## config.mk

```make
export PLATFORM = sky130hd
export DESIGN_NAME = circuito_total
export DESIGN_NICKNAME = d
export VERILOG_FILES = /design/src/rtl/circuito_total_pkg.sv /design/src/rtl/circuito_total_rps_winner.sv /design/src/rtl/circuito_total.sv
export SDC_FILE = /design/constraint.sdc
export NUM_CORES = 1
export LEC_CHECK = 0
export CORE_ASPECT_RATIO = 0.8
export CORE_UTILIZATION = 57
export CTS_BUF_LIST = sky130_fd_sc_hd__clkbuf_16
export CTS_CLUSTER_DIAMETER = 200
export CTS_CLUSTER_SIZE = 12
export DETAILED_ROUTE_END_ITERATION = 7
export PLACE_DENSITY = 0.91
export SYNTH_ARGS = -nofsm -noshare
export SYNTH_HDL_FRONTEND = slang
export SYNTH_SLANG_ARGS = --single-unit
export TNS_END_PERCENT = 30
```

## constraint.sdc

```tcl
create_clock -name clk -period 0.8 [get_ports clk]
set_input_delay 0.08 -clock clk [delete_from_list [all_inputs] [get_ports clk]]
set_output_delay 0.08 -clock clk [all_outputs]
set_load 0.02 [all_outputs]
```

## src/rtl/circuito_total_pkg.sv

```systemverilog
// circuito_total_pkg: shared choice encodings, widths and the rock-paper-scissors beat rule.
package circuito_total_pkg;
    localparam int CHOICE_W = 2;
    localparam int SCORE_W  = 7;
    localparam int NPLAYERS = 4;

    localparam logic [CHOICE_W-1:0] ROCK     = 2'd0;
    localparam logic [CHOICE_W-1:0] PAPER    = 2'd1;
    localparam logic [CHOICE_W-1:0] SCISSORS = 2'd2;
    localparam logic [CHOICE_W-1:0] INVALID  = 2'd3;

    // Winning choice when exactly two distinct valid choices are present
    function automatic logic [CHOICE_W-1:0] beater(input logic [3:0] has);
        return has[PAPER] ? (has[SCISSORS] ? SCISSORS : PAPER) : ROCK;
    endfunction
endpackage

```

## src/rtl/circuito_total_rps_winner.sv

```systemverilog
// rps_winner: maps four player choices to the round-winner mask.
module rps_winner
    import circuito_total_pkg::*;
(
    input  logic [CHOICE_W-1:0] j1_i,
    input  logic [CHOICE_W-1:0] j2_i,
    input  logic [CHOICE_W-1:0] j3_i,
    input  logic [CHOICE_W-1:0] j4_i,
    output logic [NPLAYERS-1:0] win_o
);
    logic [NPLAYERS*CHOICE_W-1:0] j;
    logic [3:0]                   has;
    logic [CHOICE_W-1:0]          beat;
    logic                         decided;

    assign j = {j4_i, j3_i, j2_i, j1_i};

    always_comb begin
        has = '0;
        for (int i = 0; i < NPLAYERS; i++) has[j[i*CHOICE_W +: CHOICE_W]] = 1'b1;
        beat    = beater(has);
        decided = !has[INVALID] && ($countones(has[2:0]) == 2);
        win_o   = '0;
        for (int i = 0; i < NPLAYERS; i++) win_o[i] = decided && (j[i*CHOICE_W +: CHOICE_W] == beat);
    end
endmodule

```

## src/rtl/circuito_total.sv

```systemverilog
// circuito_total: registered round winners and their highest-score subset.
module circuito_total
    import circuito_total_pkg::*;
(
    input  logic                clk,
    input  logic                rst_n,
    input  logic [CHOICE_W-1:0] J1,
    input  logic [CHOICE_W-1:0] J2,
    input  logic [CHOICE_W-1:0] J3,
    input  logic [CHOICE_W-1:0] J4,
    input  logic [SCORE_W-1:0]  Ap,
    input  logic [SCORE_W-1:0]  Bp,
    input  logic [SCORE_W-1:0]  Cp,
    input  logic [SCORE_W-1:0]  Dp,
    output logic [NPLAYERS-1:0] Vencedor1,
    output logic [NPLAYERS-1:0] Vencedor2
);
    logic [NPLAYERS-1:0] v1_d, v2_d, v1_q, v2_q;
    logic [SCORE_W-1:0]  score [NPLAYERS];
    logic [SCORE_W-1:0]  max_s;

    assign score[0] = Ap;
    assign score[1] = Bp;
    assign score[2] = Cp;
    assign score[3] = Dp;

    rps_winner u_rps_winner (
        .j1_i  (J1),
        .j2_i  (J2),
        .j3_i  (J3),
        .j4_i  (J4),
        .win_o (v1_d)
    );

    // Maximum is taken over round winners only; every tied maximum stays set
    always_comb begin
        max_s = '0;
        for (int i = 0; i < NPLAYERS; i++) if (v1_d[i] && score[i] > max_s) max_s = score[i];
        v2_d = '0;
        for (int i = 0; i < NPLAYERS; i++) v2_d[i] = v1_d[i] && (score[i] == max_s);
    end

    always_ff @(posedge clk or negedge rst_n) begin
        if (!rst_n) begin
            v1_q <= '0;
            v2_q <= '0;
        end else begin
            v1_q <= v1_d;
            v2_q <= v2_d;
        end
    end

    assign Vencedor1 = v1_q;
    assign Vencedor2 = v2_q;
endmodule

```

==> results by group, run 1 <==
Run status
  – Status: did not finish
  – Failed at: detailed placement
  – Stop err: [ERROR DPL-0033] detailed placement checks failed during check placement.

Logic synthesis
  – Syn_nets: 373
  – Cell Area, Synth: 2454 sq um
  – Mapped Cells: 310
  – Ys flop type: dfrtp_1
  – Count of cell types in the netlist: 81
  – Register area share after synthesis: 0.08159
  – Seq cells post-synth: 8
  – Post-synth EDFFs: 0
  – Avg Cell Area, Syn: 7.915 sq um
  – Post-synth ARST share: 1.000
  – Synth warnings: 0
  – Area leader, netlist: ha_1
  – Synth top area share: 0.1224
  – Ranking of synthesized cells by area: ha_1 12%, xnor2_1 9.6%, dfrtp_1 8.2%

Placement
  – Routability Congestion: 1.055
  – I/O Buffers: 45
  – Hpwl dp: 10.79 mm

Die
  – Rows: 20
  – Die W: 75.36 um
  – Top-Level Pins: 46
  – Starting Density: 0.6206
  – Die Span Y: 60.68 um
-- cell usage after synthesis, drive strengths merged, types with 2 or more instances --
master and n:
nand2b 7, a2111oi 5, clkbuf 7, buf 8, o21ai 12, a21boi 2, xnor2 27, a21o 4
mux2 6, nor4 2, a211oi 6, ha 24, nand2 12, nor3 11, nor2 19, or2 4
o211ai 9, nand3b 2, a22oi 3, and2 2, xor2 10, o31a 3, a311oi 2, dfrtp 8
o21a 4, o22ai 2, inv 22, nor2b 8, and4 4, a31oi 4, and3 6, nand3 9
a41oi 5, a21oi 14, o32ai 3, nand4 11, o31ai 4
-- logic make-up after synthesis --
family / count (synthesis) / synth area share
simple gates: 102 / 0.2366
buf+inv: 37 / 0.06731
compound gates: 95 / 0.3228
fa+ha+maj: 25 / 0.1305
xor+xnor: 37 / 0.1321
mux: 6 / 0.02906
flops: 8 / 0.08159
-- through the flow --
step / setup TNS (ns) / hold WS [ns]
2_1_floorplan: -25.61 / -0.2156
3_3_place_gp: -32.52 / 0.3810
==> run 2: changes to the inputs <==
Settings changed: CORE_ASPECT_RATIO 0.8 to default, CORE_UTILIZATION 57 to 40, CTS_BUF_LIST sky130_fd_sc_hd__clkbuf_16 to default, CTS_CLUSTER_DIAMETER 200 to default, CTS_CLUSTER_SIZE 12 to default, PLACE_DENSITY 0.91 to default, PLACE_DENSITY_LB_ADDON from default to 0.15.
==> results by group, run 2 <==
Power and ir drop
  – Sw power: 1.406 mW
  – Reg power frac: 0.123
  – Overall power: 3.440 mW
  – Switching part of the total: 0.4088
  – Power share of the clock group: 0.145
  – Maximum vdd ir drop: 781.0 uV
  – Gate power share: 0.732
  – Static Leakage: 1.902 nW
  – Pwr/cell area: 776.8 nW/um^2
  – Pint: 2.034 mW

Critical path
  – CP max FO: 7
  – Worst EP required: 0.93 ns
  – Worst Setup Path Type: in -> reg
  – Startpoint Class: primary input
  – Slowest-stage cell, CP: fa_2
  – Most frequent CP cell: buf_6
  – Critical Path AT: 6.20 ns
  – Critical Path End Type: flop
  – Crit path largest cell delay: 0.52 ns

Logic synthesis
  – Syn_nets: 373 (unchanged)
  – Synth top area share: 0.1224 (unchanged)
  – Post-synth top cells: 27 x xnor2_1, 24 x ha_1, 21 x inv_1, 18 x nor2_1, 14 x a21oi_1 (unchanged)
  – Count of cell types in the netlist: 81 (unchanged)
  – Avg Cell Area, Syn: 7.915 sq um (unchanged)
  – Register area share after synthesis: 0.08159 (unchanged)
  – Most frequent cell after synthesis: xnor2_1 (unchanged)
  – Mapped Cells: 310 (unchanged)
  – Seq cells post-synth: 8 (unchanged)
  – Ranking of synthesized cells by area: ha_1 12%, xnor2_1 9.6%, dfrtp_1 8.2% (unchanged)
  – Synth warnings: 0 (unchanged)
  – Post-synth EDFFs: 0 (unchanged)
  – Ys flop type: dfrtp_1 (unchanged)
  – Cell Area, Synth: 2454 sq um (unchanged)
  – Area leader, netlist: ha_1 (unchanged)
  – Post-synth ARST share: 1.000 (unchanged)

Die
  – Core footprint: 5921 sq um
  – Die W: 80.32 um (was 75.36 um)
  – Top-Level Pins: 46 (unchanged)
  – Die Span Y: 80.32 um (was 60.68 um)
  – Rows: 28 (was 20)
  – Die area: 6451 sq um
  – Starting Density: 0.4144 (was 0.6206)

Global route
  – Grt ovf: 0
  – Overall routing resource usage: 0.3245
  – Largest net degree at the start of global routing: 13
  – Number of global-route vias before repair: 3233
  – Initial antenna violation count: 0
  – First-pass GRT wire length: 15.95 mm

Final layout
  – Ant diodes: 0
  – Nets: 541
  – Area grow syn2layout: 80.47%
  – Share of cells above drive strength 1: 0.5000
  – Final Cell Area: 4428 sq um
  – Most frequent cells in the layout: 124 x buf_4, 29 x clkdlybuf4s50_1, 27 x xnor2_1, 18 x inv_1
  – Non-Filler Instances: 551
  – Commonest non-fill, non-tap cell in the layout: buf_4

Timing
  – Fmax: 0.1647 GHz
  – Setup TNS: -24.87 ns
  – Fin. Hold Viols: 0
  – Worst setup margin: -5.271 ns
  – Final min period: 6.071 ns
  – Final Cycle Share: 7.588
  – Relative slew slack: 0.6617
  – Final setup viols: 16
  – RSZ-0062 raised after global routing: yes
  – Slew @ Worst Pin: 0.4947 ns
  – Slew Limit Fails: 0

Route
  – DRC: 0
  – Post-route antenna net violation count: 0
  – Vias per std cell: 5.982
  – Routed vias: 3296
  – Drt initial violations: 193
  – Total wire length: 10.58 mm
  – DRT Pass-1 Iters: 7
  – Wirelength per Cell: 19.20 um

Clocking
  – CTS buffer count: 3
  – Hold-fix buffers, CTS: 0
  – Clk buf depth: 2
  – CTS tree: done
  – Clk slew on worst S/H paths: 0.05 ns
  – CTS Root Cell: clkbuf_8
  – CTS Sinks: 8
  – H-tree depth: 1

Placement
  – Routability Congestion: 0.9335 (was 1.055)
  – Hpwl dp: 7.937 mm (was 10.79 mm)
  – Placed Cells: 529
  – Place WS: -6.291 ns
  – I/O Buffers: 45 (unchanged)
  – Dpl cell area: 3899 sq um

Run status
  – Status: finished, violations left (was did not finish)
  – Violated checks: setup timing

Job
  – Maxcap violations: 0

Hold path
  – Hold crit path type: in -> async
run 2: cell counts after synthesis:
Identical to the previous run, type by type.
run 2: through the flow:
stage,hold slack (ns),util
6_report,0.1458,0.7479
5_1_grt,0.1651,0.7479
4_1_cts,0.1520,0.7137
3_5_place_dp,0.3939,0.6585
3_3_place_gp,0.3788,0.6585
2_1_floorplan,-0.2156,-
run 2: power by group through the flow:
stage / Combinational (mW) / Clock [mW] / Sequential, mW
after global placement: 2.05 / 0 / 0.426
final: 2.52 / 0.500 / 0.421
after detailed placement: 2.10 / 0 / 0.428
after global routing: 2.68 / 0.534 / 0.422
after CTS: 2.33 / 0.496 / 0.421
after floorplan: 1.09 / 0 / 0.443
run 2: logic make-up after synthesis:
logic type                 after synthesis  share of synthesized area
buffers and inverters                   37                    0.06731
adders and majority gates               25                     0.1305
DFF                                      8                    0.08159
muxes                                    6                    0.02906
AOI/OAI and AO/OA                       95                     0.3228
xor gates and xnor gates                37                     0.1321
and+or+nand+nor                        102                     0.2366
run 2: worst max-delay path: cells and delay by family:
family	cells	cell delay (ns)
multiplexers	1	0.32
adder cells (fa/ha/maj)	4	1.31
buffers and inverters	6	0.68
AO/OA/AOI/OAI	10	1.72
AND/OR/NAND/NOR	11	2.06
run 2: final timing paths:
| path | end | from | slack, ns | cells past startpoint |
|---|---|---|---|---|
| worst max-delay path | Vencedor2[2] | J1[1] | -5.27 | 32 |
| max in group asynchronous | Vencedor2[3] | rst_n | 0.37 | 1 |
| worst min-delay path | Vencedor2[1] | rst_n | 0.15 | 1 |
| min in group clk | Vencedor1[1] | J1[0] | 0.54 | 7 |
run 2: routing by layer:
metal | vias up | global-route usage | wire length [um]
met1 | 1551 | 0.3443 | 3938
met5 | - | 0 | 0
li1 | 1516 | - | -
met4 | 0 | 0.1714 | 550
met3 | 61 | 0.04318 | 557
met2 | 168 | 0.6145 | 5531
run 2: layout make-up:
type | instances | area [sq um]
flip-flops and latches | 8 | 200.2
multi-input cells | 265 | 2546
well taps | 75 | 93.84
fillers | 405 | 1493
inverters | 22 | 82.58
repair buffers | 178 | 1464
clock buffers | 3 | 41.29
run 2: what timing repair did:
action | 4_1_cts | 5_1_grt
endpoints found under the setup margin | 16 | 16
cloned | 0 | 1
resized for setup | 121 | 37
buffers inserted | 15 | 3
pin swaps | 33 | 18
Power figures use the tool's default switching activity.
==> run 3: changes to the inputs <==
Settings changed: REMOVE_ABC_BUFFERS from default to 1.
Clock period 0.8 ns to 6.2 ns, I/O delays scaled along.
==> results by group, run 3 (synthesized netlist as in run 2, its figures left out) <==
Run status
  – Status: finished, violations left (unchanged)
  – Violated checks: setup timing (unchanged)

Final layout
  – Fill count: 466 (was 405)
  – Commonest non-fill, non-tap cell in the layout: buf_4 (unchanged)
  – Multi-input gate area: 2501 sq um (was 2546 sq um)
  – Final Cell Area: 4192 sq um (was 4428 sq um)
  – Final Core Density: 0.7079 (was 0.7479)
  – Ant diodes: 0 (unchanged)
  – Share of cells above drive strength 1: 0.4344 (was 0.5000)
  – Nets: 507 (was 541)
  – Register Area: 200.2 sq um (unchanged)
  – Non-Filler Instances: 517 (was 551)
  – Most frequent cells in the layout: 86 x buf_4, 37 x clkdlybuf4s50_1, 27 x xnor2_1, 18 x inv_1, 17 x buf_6 (was 124 x buf_4, 29 x clkdlybuf4s50_1, 27 x xnor2_1, 18 x inv_1)
  – Area grow syn2layout: 70.83% (was 80.47%)

Timing
  – Setup TNS: -2.227 ns (was -24.87 ns)
  – Slew Limit Fails: 0 (unchanged)
  – Worst setup margin: -0.7163 ns (was -5.271 ns)
  – Fin. Hold Viols: 0 (unchanged)
  – Final Cycle Share: 1.116
  – RSZ-0062 raised after global routing: yes (unchanged)
  – Final min period: 6.916 ns
  – Slew @ Worst Pin: 0.8798 ns (was 0.4947 ns)
  – Final setup viols: 4 (was 16)
  – Relative slew slack: 0.4085 (was 0.6617)
  – WHS: 0.6677 ns (was 0.1458 ns)
  – Fmax: 0.1446 GHz

Critical path
  – Critical Path AT: 7.03 ns (was 6.20 ns)
  – Slowest-stage cell, CP: fa_2 (unchanged)
  – Crit path largest cell delay: 0.53 ns (was 0.52 ns)
  – CP max FO: 8 (was 7)
  – Critical Path End Type: flop (unchanged)
  – Bufs and invs on worst path: 7 (was 6)
  – Family with the most delay on the worst path: compound AO/OA/AOI/OAI gates (was simple AND/OR/NAND/NOR gates)
  – Startpoint Class: primary input (unchanged)
  – Most frequent CP cell: buf_4 (was buf_6)
  – Worst EP required: 6.32 ns (was 0.93 ns)
  – Worst Setup Path Type: in -> reg (unchanged)

Global route
  – Number of global-route vias before repair: 3258 (was 3233)
  – Grt ovf: 0 (unchanged)
  – Initial antenna violation count: 0 (unchanged)
  – Largest net degree at the start of global routing: 10 (was 13)
  – First-pass GRT wire length: 15.46 mm (was 15.95 mm)
  – Overall routing resource usage: 0.3105 (was 0.3245)

Die
  – Top-Level Pins: 46 (unchanged)
  – Core footprint: 5921 sq um (unchanged)
  – Die W: 80.32 um (unchanged)
  – Die area: 6451 sq um (unchanged)
  – Die Span Y: 80.32 um (unchanged)
  – Rows: 28 (unchanged)
  – Starting Density: 0.4144 (unchanged)

Clocking
  – CTS buffer count: 3 (unchanged)
  – CTS tree: done (unchanged)
  – CTS Root Cell: clkbuf_8 (unchanged)
  – Clk buf depth: 2 (unchanged)
  – Clk slew on worst S/H paths: 0.04 ns (was 0.05 ns)
  – CTS Sinks: 8 (unchanged)
  – H-tree depth: 1 (unchanged)

Placement
  – Place WS: -1.519 ns (was -6.291 ns)
  – Placed Cells: 497 (was 529)
  – Dpl cell area: 3543 sq um (was 3899 sq um)
  – Hpwl dp: 7.433 mm (was 7.937 mm)
  – Routability Congestion: 0.9306 (was 0.9335)
  – I/O Buffers: 45 (unchanged)

Power and ir drop
  – Pwr/cell area: 103.5 nW/um^2 (was 776.8 nW/um^2)
  – Maximum vdd ir drop: 100.9 uV (was 781.0 uV)
  – Overall power: 0.4337 mW (was 3.440 mW)
  – Static Leakage: 1.741 nW (was 1.902 nW)

Route
  – DRC: 0 (unchanged)
  – Total wire length: 10.01 mm (was 10.58 mm)
  – DRT Pass-1 Iters: 5 (was 7)
  – Wirelength per Cell: 19.35 um (was 19.20 um)
  – Post-route antenna net violation count: 0 (unchanged)
  – Vias per std cell: 5.942 (was 5.982)
  – Drt initial violations: 186 (was 193)
  – Routed vias: 3072 (was 3296)

Hold path
  – Hold crit path type: in -> async (unchanged)

Job
  – Maxcap violations: 0 (unchanged)
-- run 3: changes by cell type in the layout (fill, tap and decap cells not counted), moves of 3 or more --
cell,change
buf_4,-38
nor3_2,-3
clkdlybuf4s50_1,+8
o21ai_1,-3
nor3_1,+3
o21ai_2,+4
buf_6,+3
buf_2,-8
-- run 3: how the worst max path moves through the flow --
| stage | start | endpoint | depth (start not counted) |
|---|---|---|---|
| finish | J4[0] | Vencedor2[0] | 33 |
| floorplan | J2[1] | Vencedor2[0] | 31 |
| global route | J2[1] | Vencedor2[0] | 34 |
| CTS | J4[0] | Vencedor2[0] | 34 |
| global placement | J2[1] | Vencedor2[2] | 37 |
| detailed placement | J2[0] | Vencedor2[2] | 34 |
-- run 3: timing repair --
| action | CTS | global route |
|---|---|---|
| gates resized for setup | 111 | 32 |
| endpoints found under the setup margin | 4 | 4 |
| buffers inserted | 13 | 5 |
| hold buffers | 0 | 0 |
| pin swaps | 38 | 28 |
| hold endpoints to repair | 0 | 0 |
-- run 3: power breakdown --
group / internal [mW] / switching [mW]
sequential: 0.0540 / 0.000373
combinational: 0.162 / 0.154
clock: 0.0421 / 0.0213
total: 0.258 / 0.176
-- run 3: cell type report --
class,count,area share
multi-input cells,265,0.5967
repair buffers,144,0.3036
flip-flops and latches,8,0.04776
well taps,75,0.02239
inverters,22,0.01970
clock buffers,3,0.009851
-- run 3: routing by layer --
layer	wire, um	vias up	track usage
li1	-	1444	-
met1	3773	1444	0.3242
met2	5342	146	0.6111
met3	509	38	0.02841
met4	380	0	0.1500
met5	0	-	0
==> run 4: changes to the inputs <==
Settings changed: CORE_MARGIN from default to 2.
==> results by group, run 4 (synthesized netlist as in run 2, its figures left out) <==
Run status
  – Status: finished, violations left (unchanged)
  – Violated checks: setup timing (unchanged)

Timing
  – Fin. Hold Viols: 0 (unchanged)
  – Slew @ Worst Pin: 0.9262 ns (was 0.8798 ns)
  – Worst setup margin: -0.5680 ns (was -0.7163 ns)
  – Fmax: 0.1478 GHz (was 0.1446 GHz)
  – Final Cycle Share: 1.092 (was 1.116)
  – Relative slew slack: 0.3773 (was 0.4085)
  – Setup TNS: -1.645 ns (was -2.227 ns)
  – RSZ-0062 raised after global routing: yes (unchanged)
  – Slew Limit Fails: 0 (unchanged)
  – Final setup viols: 4 (unchanged)
  – Final min period: 6.768 ns (was 6.916 ns)
  – WHS: 0.6814 ns (was 0.6677 ns)

Die
  – Top-Level Pins: 46 (unchanged)
  – Die area: 6777 sq um (was 6451 sq um)
  – Core footprint: 5921 sq um (unchanged)
  – Die W: 82.32 um (was 80.32 um)
  – Die Span Y: 82.32 um (was 80.32 um)
  – Starting Density: 0.4144 (unchanged)
  – Rows: 28 (unchanged)

Placement
  – I/O Buffers: 45 (unchanged)
  – Placed Cells: 499 (was 497)
  – Routability Congestion: 0.9225 (was 0.9306)
  – Hpwl dp: 7.396 mm (was 7.433 mm)

Final layout
  – Fill count: 419 (was 466)
  – Share of cells above drive strength 1: 0.4690 (was 0.4344)
  – Ant diodes: 0 (unchanged)
  – Nets: 532 (was 507)
  – Commonest non-fill, non-tap cell in the layout: buf_4 (unchanged)
  – Most frequent cells in the layout: 110 x buf_4, 37 x clkdlybuf4s50_1, 27 x xnor2_1, 20 x buf_6, 18 x inv_1 (was 86 x buf_4, 37 x clkdlybuf4s50_1, 27 x xnor2_1, 18 x inv_1, 17 x buf_6)
  – Non-Filler Instances: 542 (was 517)
  – Area grow syn2layout: 78.94% (was 70.83%)
  – Final Core Density: 0.7415 (was 0.7079)

Critical path
  – Critical Path End Type: flop (unchanged)
  – Worst Setup Path Type: in -> reg (unchanged)
  – Critical Path AT: 6.88 ns (was 7.03 ns)
  – Worst EP required: 6.31 ns (was 6.32 ns)
  – Crit path launch: J2[1] (was J4[0])
  – Critical Path Sink: Vencedor2[0] (unchanged)
  – Startpoint Class: primary input (unchanged)
  – CP max FO: 6 (was 8)
  – Most frequent CP cell: buf_6 (was buf_4)
  – Slowest-stage cell, CP: fa_2 (unchanged)
  – Crit path largest cell delay: 0.43 ns (was 0.53 ns)

Route
  – Wirelength per Cell: 19.97 um (was 19.35 um)
  – Post-route antenna net violation count: 0 (unchanged)
  – Routed vias: 3292 (was 3072)
  – Drt initial violations: 363 (was 186)
  – Vias per std cell: 6.074 (was 5.942)
  – DRC: 0 (unchanged)
  – Total wire length: 10.83 mm (was 10.01 mm)
  – DRT Pass-1 Iters: 5 (unchanged)

Power and ir drop
  – Pwr/cell area: 100.7 nW/um^2 (was 103.5 nW/um^2)
  – Maximum vdd ir drop: 103.3 uV (was 100.9 uV)
  – Static Leakage: 1.838 nW (was 1.741 nW)
  – Pint: 0.2636 mW (was 0.2579 mW)
  – Gate power share: 0.736 (was 0.728)
  – Reg power frac: 0.123 (was 0.125)
  – Switching part of the total: 0.4039 (was 0.4053)
  – Sw power: 0.1786 mW (was 0.1758 mW)
  – Power share of the clock group: 0.141 (was 0.146)

Job
  – Maxcap violations: 0 (unchanged)

Global route
  – Largest net degree at the start of global routing: 10 (unchanged)
  – Overall routing resource usage: 0.3047 (was 0.3105)
  – Number of global-route vias before repair: 3248 (was 3258)
  – Grt ovf: 0 (unchanged)
  – Initial antenna violation count: 0 (unchanged)
  – First-pass GRT wire length: 15.85 mm (was 15.46 mm)

Clocking
  – H-tree depth: 1 (unchanged)
  – Hold-fix buffers, CTS: 0 (unchanged)
  – CTS tree: done (unchanged)
  – Clk slew on worst S/H paths: 0.04 ns (about the same)
  – CTS Root Cell: clkbuf_8 (unchanged)
  – CTS buffer count: 3 (unchanged)
  – CTS Sinks: 8 (unchanged)
  – Clk buf depth: 2 (unchanged)

Hold path
  – Hold crit path type: in -> async (unchanged)
## run 4: layout make-up
| type | count | area, sq um | share of cell area |
|---|---|---|---|
| Clock buffer | 3 | 41.29 | 0.009404 |
| Inverter | 22 | 85.08 | 0.01938 |
| Multi-Input combinational cell | 265 | 2514 | 0.5725 |
| Sequential cell | 8 | 200.2 | 0.04560 |
| Tap cell | 75 | 93.84 | 0.02137 |
| Timing Repair Buffer | 169 | 1456 | 0.3317 |
## run 4: how the worst min path moves through the flow
stage	to	start
2_1_floorplan	Vencedor1[0]	rst_n
3_3_place_gp	Vencedor2[0]	rst_n
3_5_place_dp	Vencedor2[1]	rst_n
4_1_cts	Vencedor2[1]	rst_n
5_1_grt	Vencedor2[1]	rst_n
6_report	Vencedor1[0]	rst_n
## run 4: per-layer routing
metal / track usage / up-vias / part of all wire
li1: - / 1500 / -
met1: 0.3481 / 1567 / 0.37
met2: 0.5742 / 183 / 0.52
met3: 0.009783 / 42 / 0.068
met4: 0.1500 / 0 / 0.051
met5: 0 / - / 0
## run 4: worst max-delay path, delay by kind of cell
family | cells | cell delay (ns)
compound gates | 13 | 2.35
fa+ha+maj | 4 | 1.37
buf+inv | 7 | 0.87
mux | 1 | 0.31
simple gates | 8 | 1.32
## run 4: power groups by stage
stage / logic [mW] / clock network (mW) / registers [mW]
floorplan: 0.118 / 0 / 0.0571
global placement: 0.241 / 0 / 0.0550
detailed placement: 0.244 / 0 / 0.0551
CTS: 0.286 / 0.0627 / 0.0544
global route: 0.347 / 0.0652 / 0.0545
finish: 0.326 / 0.0623 / 0.0544
## run 4: per-stage QoR
step | power [mW] | setup WS (ns) | area (sq um)
global route | 0.4668 | -0.8005 | 4390
finish | 0.4422 | -0.5680 | 4390
detailed placement | 0.2989 | -1.566 | 3546
global placement | 0.2957 | -1.495 | 3546
CTS | 0.4033 | -0.4821 | 4109
floorplan | 0.1748 | -1.873 | 2371
## run 4: repair_timing
item	CTS	global route
pin swaps	30	39
setup buffers	33	9
resized for setup	98	37
endpoints found under the setup margin	4	4
